**src/rtl/mips_pkg.sv**
```systemverilog
`default_nettype none
// ============================================================================
// Package : mips_pkg
// Brief   : Opcode, funct, ALU-control, mux-select and state codes shared by
//           the multicycle controller and its ALU decoder.
// Rev     : 1.0
// ============================================================================
package mips_pkg;

    localparam logic [5:0] c_op_rtype = 6'b000000;
    localparam logic [5:0] c_op_lw    = 6'b100011;
    localparam logic [5:0] c_op_sw    = 6'b101011;
    localparam logic [5:0] c_op_beq   = 6'b000100;
    localparam logic [5:0] c_op_bne   = 6'b000101;
    localparam logic [5:0] c_op_addi  = 6'b001000;
    localparam logic [5:0] c_op_j     = 6'b000010;

    localparam logic [5:0] c_fn_add = 6'b100000;
    localparam logic [5:0] c_fn_sub = 6'b100010;
    localparam logic [5:0] c_fn_and = 6'b100100;
    localparam logic [5:0] c_fn_or  = 6'b100101;
    localparam logic [5:0] c_fn_slt = 6'b101010;
    localparam logic [5:0] c_fn_sll = 6'b000000;
    localparam logic [5:0] c_fn_srl = 6'b000010;

    localparam logic [3:0] c_alu_and = 4'b0000;
    localparam logic [3:0] c_alu_or  = 4'b0001;
    localparam logic [3:0] c_alu_add = 4'b0010;
    localparam logic [3:0] c_alu_sub = 4'b0110;
    localparam logic [3:0] c_alu_slt = 4'b0111;
    localparam logic [3:0] c_alu_sll = 4'b1000;
    localparam logic [3:0] c_alu_srl = 4'b1001;

    localparam logic [1:0] c_srcb_rd2    = 2'b00;
    localparam logic [1:0] c_srcb_four   = 2'b01;
    localparam logic [1:0] c_srcb_imm    = 2'b10;
    localparam logic [1:0] c_srcb_imm_sh = 2'b11;

    localparam logic [1:0] c_pcsrc_alu    = 2'b00;
    localparam logic [1:0] c_pcsrc_aluout = 2'b01;
    localparam logic [1:0] c_pcsrc_jump   = 2'b10;

    typedef enum logic [3:0] {
        ST_FETCH    = 4'd0,
        ST_DECODE   = 4'd1,
        ST_MEMADR   = 4'd2,
        ST_MEMREAD  = 4'd3,
        ST_MEMWB    = 4'd4,
        ST_MEMWRITE = 4'd5,
        ST_EXECUTE  = 4'd6,
        ST_ALUWB    = 4'd7,
        ST_BRANCH   = 4'd8,
        ST_ADDIEXEC = 4'd9,
        ST_ADDIWB   = 4'd10,
        ST_JUMP     = 4'd11
    } state_t;

    function automatic logic op_supported(input logic [5:0] op);
        case (op)
            c_op_rtype, c_op_lw, c_op_sw, c_op_beq,
            c_op_bne, c_op_addi, c_op_j: op_supported = 1'b1;
            default:                     op_supported = 1'b0;
        endcase
    endfunction

endpackage
`default_nettype wire

```
**src/rtl/mc_alu_decoder.sv**
```systemverilog
`default_nettype none
// ============================================================================
// Module : mc_alu_decoder
// Brief  : R-type funct field to ALU control, shift select and validity flag.
// Rev    : 1.0
// ============================================================================
module mc_alu_decoder
    import mips_pkg::*;
(
    input  logic [5:0] i_funct,
    output logic [3:0] o_alu_control,
    output logic       o_shift,
    output logic       o_valid
);

    always_comb begin
        o_alu_control = c_alu_add;
        o_shift       = 1'b0;
        o_valid       = 1'b1;
        case (i_funct)
            c_fn_add: o_alu_control = c_alu_add;
            c_fn_sub: o_alu_control = c_alu_sub;
            c_fn_and: o_alu_control = c_alu_and;
            c_fn_or:  o_alu_control = c_alu_or;
            c_fn_slt: o_alu_control = c_alu_slt;
            c_fn_sll: begin
                o_alu_control = c_alu_sll;
                o_shift       = 1'b1;
            end
            c_fn_srl: begin
                o_alu_control = c_alu_srl;
                o_shift       = 1'b1;
            end
            default:  o_valid = 1'b0;
        endcase
    end

endmodule
`default_nettype wire

```
**src/rtl/multicycle_controller.sv**
```systemverilog
`default_nettype none
// ============================================================================
// Module : multicycle_controller
// Brief  : Multicycle MIPS control FSM with MEM_WAIT wait states per memory access.
// Rev    : 1.0
// ============================================================================
module multicycle_controller
    import mips_pkg::*;
#(
    parameter int unsigned MEM_WAIT = 0
) (
    input  logic       i_clk,
    input  logic       i_arst,
    input  logic [5:0] i_opcode,
    input  logic [5:0] i_funct,
    input  logic       i_zero,
    output logic       o_pc_write,
    output logic       o_ir_write,
    output logic       o_mem_write,
    output logic       o_reg_write,
    output logic       o_iord,
    output logic       o_reg_dst,
    output logic       o_memto_reg,
    output logic       o_alu_src_a,
    output logic       o_shift,
    output logic [1:0] o_alu_src_b,
    output logic [1:0] o_pc_src,
    output logic [3:0] o_alu_control,
    output logic [3:0] o_state,
    output logic       o_illegal
);

    localparam logic [3:0] c_wait_last = MEM_WAIT[3:0];

    state_t     r_state;
    logic [3:0] r_wait_cnt;
    logic       w_mem_state;
    logic       w_wait_done;
    logic [3:0] w_fn_alu;
    logic       w_fn_shift;
    logic       w_fn_valid;
    logic       w_pc_write;
    logic       w_ir_write;
    logic       w_mem_write;
    logic       w_reg_write;
    logic       w_illegal;

    mc_alu_decoder u_alu_dec (
        .i_funct       (i_funct),
        .o_alu_control (w_fn_alu),
        .o_shift       (w_fn_shift),
        .o_valid       (w_fn_valid)
    );

    assign w_mem_state = (r_state == ST_FETCH) || (r_state == ST_MEMREAD) ||
                         (r_state == ST_MEMWRITE);
    assign w_wait_done = (r_wait_cnt == c_wait_last);

    // Memory states hold until the counter reaches MEM_WAIT; every exit clears it.
    always_ff @(posedge i_clk or negedge i_arst) begin
        if (!i_arst) begin
            r_state    <= ST_FETCH;
            r_wait_cnt <= '0;
        end else if (w_mem_state && !w_wait_done) begin
            r_wait_cnt <= r_wait_cnt + 4'd1;
        end else begin
            r_wait_cnt <= '0;
            case (r_state)
                ST_FETCH:    r_state <= ST_DECODE;
                ST_DECODE: begin
                    case (i_opcode)
                        c_op_lw, c_op_sw:   r_state <= ST_MEMADR;
                        c_op_rtype:         r_state <= ST_EXECUTE;
                        c_op_beq, c_op_bne: r_state <= ST_BRANCH;
                        c_op_addi:          r_state <= ST_ADDIEXEC;
                        c_op_j:             r_state <= ST_JUMP;
                        default:            r_state <= ST_FETCH;
                    endcase
                end
                ST_MEMADR:   r_state <= (i_opcode == c_op_lw) ? ST_MEMREAD : ST_MEMWRITE;
                ST_MEMREAD:  r_state <= ST_MEMWB;
                ST_EXECUTE:  r_state <= w_fn_valid ? ST_ALUWB : ST_FETCH;
                ST_ADDIEXEC: r_state <= ST_ADDIWB;
                default:     r_state <= ST_FETCH;
            endcase
        end
    end

    always_comb begin
        w_pc_write    = 1'b0;
        w_ir_write    = 1'b0;
        w_mem_write   = 1'b0;
        w_reg_write   = 1'b0;
        w_illegal     = 1'b0;
        o_iord        = 1'b0;
        o_reg_dst     = 1'b0;
        o_memto_reg   = 1'b0;
        o_alu_src_a   = 1'b0;
        o_shift       = 1'b0;
        o_alu_src_b   = c_srcb_rd2;
        o_pc_src      = c_pcsrc_alu;
        o_alu_control = c_alu_add;
        case (r_state)
            ST_FETCH: begin
                o_alu_src_b = c_srcb_four;
                w_pc_write  = w_wait_done;
                w_ir_write  = w_wait_done;
            end
            ST_DECODE: begin
                o_alu_src_b = c_srcb_imm_sh;
                w_illegal   = !op_supported(i_opcode);
            end
            ST_MEMADR, ST_ADDIEXEC: begin
                o_alu_src_a = 1'b1;
                o_alu_src_b = c_srcb_imm;
            end
            ST_MEMREAD:  o_iord = 1'b1;
            ST_MEMWRITE: begin
                o_iord      = 1'b1;
                w_mem_write = w_wait_done;
            end
            ST_MEMWB: begin
                o_memto_reg = 1'b1;
                w_reg_write = 1'b1;
            end
            ST_EXECUTE: begin
                o_alu_src_a   = 1'b1;
                o_alu_control = w_fn_alu;
                o_shift       = w_fn_shift;
                w_illegal     = !w_fn_valid;
            end
            ST_ALUWB: begin
                o_reg_dst   = 1'b1;
                w_reg_write = 1'b1;
            end
            ST_BRANCH: begin
                o_alu_src_a   = 1'b1;
                o_alu_control = c_alu_sub;
                o_pc_src      = c_pcsrc_aluout;
                w_pc_write    = ((i_opcode == c_op_beq) && i_zero) ||
                                ((i_opcode == c_op_bne) && !i_zero);
            end
            ST_ADDIWB:   w_reg_write = 1'b1;
            ST_JUMP: begin
                o_pc_src   = c_pcsrc_jump;
                w_pc_write = 1'b1;
            end
            default: ;
        endcase
    end

    // Strobes are masked while reset is low so nothing fires from the held FETCH state.
    assign o_pc_write  = w_pc_write  & i_arst;
    assign o_ir_write  = w_ir_write  & i_arst;
    assign o_mem_write = w_mem_write & i_arst;
    assign o_reg_write = w_reg_write & i_arst;
    assign o_illegal   = w_illegal   & i_arst;
    assign o_state     = r_state;

endmodule
`default_nettype wire

```
**config.mk**
```make
export PLATFORM = sky130hd
export DESIGN_NAME = multicycle_controller
export DESIGN_NICKNAME = d
export VERILOG_FILES = /design/src/rtl/mips_pkg.sv /design/src/rtl/mc_alu_decoder.sv /design/src/rtl/multicycle_controller.sv
export SDC_FILE = /design/constraint.sdc
export NUM_CORES = 1
export LEC_CHECK = 0
export ABC_AREA = 0
export CAP_MARGIN = 15
export CORE_ASPECT_RATIO = 1.5
export CORE_UTILIZATION = 42
export DETAILED_ROUTE_END_ITERATION = 8
export MAX_ROUTING_LAYER = met4
export PLACE_DENSITY = 0.79
export SLEW_MARGIN = 20
export SYNTH_ARGS = -nofsm -noshare
export SYNTH_HDL_FRONTEND = slang
export SYNTH_SLANG_ARGS = --single-unit
```
**constraint.sdc**
```tcl
create_clock -name i_clk -period 1.8 [get_ports i_clk]
set_input_delay 0.36 -clock i_clk [delete_from_list [all_inputs] [get_ports i_clk]]
set_output_delay 0.36 -clock i_clk [all_outputs]
set_load 0.005 [all_outputs]
```
==> results of run 1 <==
logic make-up after synthesis:
family	Yosys count	synth area share
xor+xnor	6	0.05834
fa+ha+maj	2	0.02777
flops	8	0.2222
compound gates	23	0.1806
mux	1	0.01250
buf+inv	12	0.05416
simple gates	72	0.4444
through the flow:
stage / instances / util / setup TNS, ps
2_1_floorplan: 124 / - / 0
3_3_place_gp: 216 / 0.7747 / -5850
3_5_place_dp: 216 / 0.7747 / -6428
4_1_cts: 226 / 0.8451 / -1834
timing repair:
| item | CTS |
|---|---|
| endpoints found under the setup margin | 21 |
| pin swaps | 12 |
| gates resized for setup | 84 |
| setup buffers | 7 |
| hold endpoints to repair | 0 |
cells in the mapped netlist (all sizes together) (4+ instances only):
master,instances
nor2,17
nor3,10
inv,4
nand2,6
dfrtp,8
nor4,4
or3,5
nand2b,6
a21oi,5
o21ai,5
nor4b,4
buf,5
==> metrics, run 1 <==
status=did not finish; last step reached=global routing; Halt Reason=[ERROR DPL-0033] detailed placement checks failed during check placement.; Post-Syn Area per Cell=7.265 um^2; WEP type=primary output; # IOs=37; number of synthesized flops with an enable pin=0; Port-buffer cells=36; total CTS buffers=3; clock root buffer=clkbuf_4; Sink Count=8; Mapped Area=900.9 um^2; Post-synth top flop=dfrtp_1; largest net degree at the start of global routing=12; Die Span Y=58.72 um; clk buf depth=2; pre-CTS setup slack=-687.9 ps; Placer Congestion=0.8829; die width=39.82 um; post-synth top area share=0.2222; initial antenna violation count=0; Post-Syn Instances=124; largest area contributor in the netlist=dfrtp_1; GRT repair_timing worst endpoint=o_pc_write; #FFs+latches synth=8; H-tree depth=1; DP Area=1570 um^2; Seq/Total Area, Yosys=0.2222; most area-consuming cells after synthesis=dfrtp_1 22%, nor2_1 7.1%, nor3_1 5.6%, nand2b_1 4.2%, nor4b_1 3.9%; Yosys cell types=43; CTS Hold Bufs=0; DP HPWL=2586 um; FP Rows=20; Synth warnings=0; Synth Net Count=141; initial core utilization=0.4444; asr flop ratio synth=1.000
==> run 2: changes to the inputs <==
--- a/config.mk
+++ b/config.mk
@@ -7,11 +7,10 @@
 export LEC_CHECK = 0
 export ABC_AREA = 0
 export CAP_MARGIN = 15
-export CORE_ASPECT_RATIO = 1.5
-export CORE_UTILIZATION = 42
+export CORE_AREA = 2 2 63 65
 export DETAILED_ROUTE_END_ITERATION = 8
-export MAX_ROUTING_LAYER = met4
-export PLACE_DENSITY = 0.79
+export DIE_AREA = 0 0 65 67
+export PLACE_DENSITY_LB_ADDON = 0.15
 export SLEW_MARGIN = 20
 export SYNTH_ARGS = -nofsm -noshare
 export SYNTH_HDL_FRONTEND = slang
==> metrics, run 2 <==
DP HPWL=2393 um (-7.5%); Port-buffer cells=36 (unchanged); worst vdd ir=0.6045 mV; most area-consuming cells after synthesis=dfrtp_1 22%, nor2_1 7.1%, nor3_1 5.6%, nand2b_1 4.2%, nor4b_1 3.9%; Final Critical Period=1967 ps; 1st-pass router iterations=4; Sink Count=8 (unchanged); clk slew on worst S/H paths=40 ps; Worst Hold Class=in -> async; Mapped Area=900.9 um^2 (unchanged); actual slew at the worst max-slew pin=262.1 ps; top cells by instance count after synthesis=17 x nor2_1, 10 x nor3_1, 8 x dfrtp_1, 6 x nand2_1, 6 x nand2b_1; H-tree depth=1 (unchanged); fillers=351; Period Utilization, post-route=1.093; Final ANT Viol Nets=0; Final nets=238; GR Util All Layers=0.1773; CP arrival=1610 ps; Routed WL=3775 um; # Max-Cap Violations=0; Post-Syn Instances=124 (unchanged); Vias=1281; CP Capture Type=output port; f_max=508.5 MHz; fin. max-slew vios=0; clock root buffer=clkbuf_8; Synth Net Count=141 (unchanged); most frequent cells in the layout=52 x buf_4, 13 x buf_6, 12 x buf_2; largest net degree at the start of global routing=13; #FFs+latches synth=8 (unchanged); Setup Skew=0.6005 ps; detailed-route DRC error count=0; CORE AREA=3606 um^2; PwrDens=751.7 nW/um^2; pre-CTS setup slack=-679.0 ps (+8.973 ps); Seq/Total Area, Yosys=0.2222 (unchanged); drt initial violations=32; unrepaired setup endpoints after global routing=yes; GR Overflow Total=0; global-route wire length before repair=6016 um; crit path max fanout=5; # IOs=37 (unchanged); status=finished, violations left; vias in the first global route=1333; Placer Congestion=0.8070 (-8.6%); asr flop ratio synth=1.000 (unchanged); FP Rows=22 (+10%); number of inserted diodes=0; Worst EP required=1440 ps; Vias/cell=4.798; Yosys cell types=43 (unchanged); clk_lat worst skew=220 ps; CTS Hold Bufs=0 (unchanged); Synth warnings=0 (unchanged); WHS=516.5 ps; final setup violation count=12; post-synth top area share=0.2222 (unchanged); largest area contributor in the netlist=dfrtp_1; Setup crit start kind=flip-flop; WL/cell=14.14 um; LEAKAGE=0.9421 nW; failing checks=setup timing; Die Footprint=4355 um^2; CTS tree=yes; final worst slack=-166.6 ps; die width=65 um (+63%); Die Span Y=67 um (+14%); total CTS buffers=3 (unchanged); top-count cell post-synth=nor2_1; initial antenna violation count=0; Post-Syn Area per Cell=7.265 um^2 (unchanged); fin util=0.5607; Setup CP Type=reg -> out; Hold Vio Cnt, Final=0; area grow syn2layout=124.4%; initial core utilization=0.2498 (-0.1946); number of synthesized flops with an enable pin=0 (unchanged); share of post-route cells with drive strength above 1=0.6027; relative slew slack=0.8228; most common cell after layout, fill and taps aside=buf_4; Post-synth top flop=dfrtp_1; clk buf depth=2 (unchanged)
==> run 2: logic make-up (layout without fill, tap and decap cells) <==
kind of cell,after synthesis,in the layout,share of synthesized area
compound gates,23,23,0.1806
xor+xnor,6,6,0.05834
fa+ha+maj,2,2,0.02777
buf+inv,12,107,0.05416
flops,8,8,0.2222
mux,1,1,0.01250
simple gates,72,72,0.4444
==> run 2: layer usage <==
| layer | track usage | vias up | share of wire |
|---|---|---|---|
| met4 | 0.01596 | 0 | 0.0056 |
| met2 | 0.3557 | 31 | 0.56 |
| met1 | 0.1998 | 608 | 0.39 |
| met5 | 0 | - | 0 |
| li1 | - | 640 | - |
| met3 | 0.03041 | 2 | 0.042 |
==> run 2: worst paths after layout <==
check / startpoint / slack (ps) / depth (start not counted) / end
min in group i_clk: r_wait_cnt[0] / 550 / 2 / r_wait_cnt[0]
worst min register to register: r_wait_cnt[0] / 550 / 2 / r_wait_cnt[0]
worst min-delay path: i_arst / 520 / 2 / o_state[1]
worst max-delay path: o_state[0] / -170 / 7 / o_pc_write
max in group asynchronous: i_arst / 980 / 3 / o_state[2]
worst max register to register: o_state[1] / 60 / 7 / o_state[0]
==> run 2: final cells by class <==
cell class,instances,area (um^2),area share
timing repair buffer,100,788.3,0.3899
multi-input combinational,104,913.4,0.4517
tap,48,60.06,0.02970
sequential,8,203.9,0.1009
inverter,4,15.01,0.007426
clock buffer,3,41.29,0.02042
==> run 2: worst max-delay path, stage by stage (launching register included) <==
cell and delay, ps:
dfrtp_2 400, buf_6 130, nor4b_4 280, buf_4 160, nand4_1 90, o21ai_1 90, and2_1 130, buf_2 110
==> run 2: through the flow <==
step / std cells / TNS, ps / power (W) / instance area (um^2)
2_1_floorplan: 124 / 0 / 0.0005385 / 900.9
3_3_place_gp: 240 / -6496 / 0.0009675 / 1588
3_5_place_dp: 240 / -6795 / 0.0009666 / 1588
4_1_cts: 263 / -1253 / 0.001370 / 1858
5_1_grt: 267 / -2234 / 0.001626 / 2022
6_report: 267 / -1354 / 0.001520 / 2022
==> run 2: timing repair <==
action / in CTS / in global routing
pin swaps: 18 / 14
buffers inserted: 20 / 8
gates resized for setup: 115 / 47
endpoints found under the setup margin: 21 / 23
==> run 2: where the power goes <==
part	switching (W)	internal [W]	total (W)	leakage, nW
logic	0.000476	0.000606	0.00108	0.816
clock network	0.0000668	0.000145	0.000211	0.0216
registers	0.0000208	0.000206	0.000227	0.105
total	0.000563	0.000957	0.00152	0.942
Note: power is estimated with default switching activity, not from simulation.
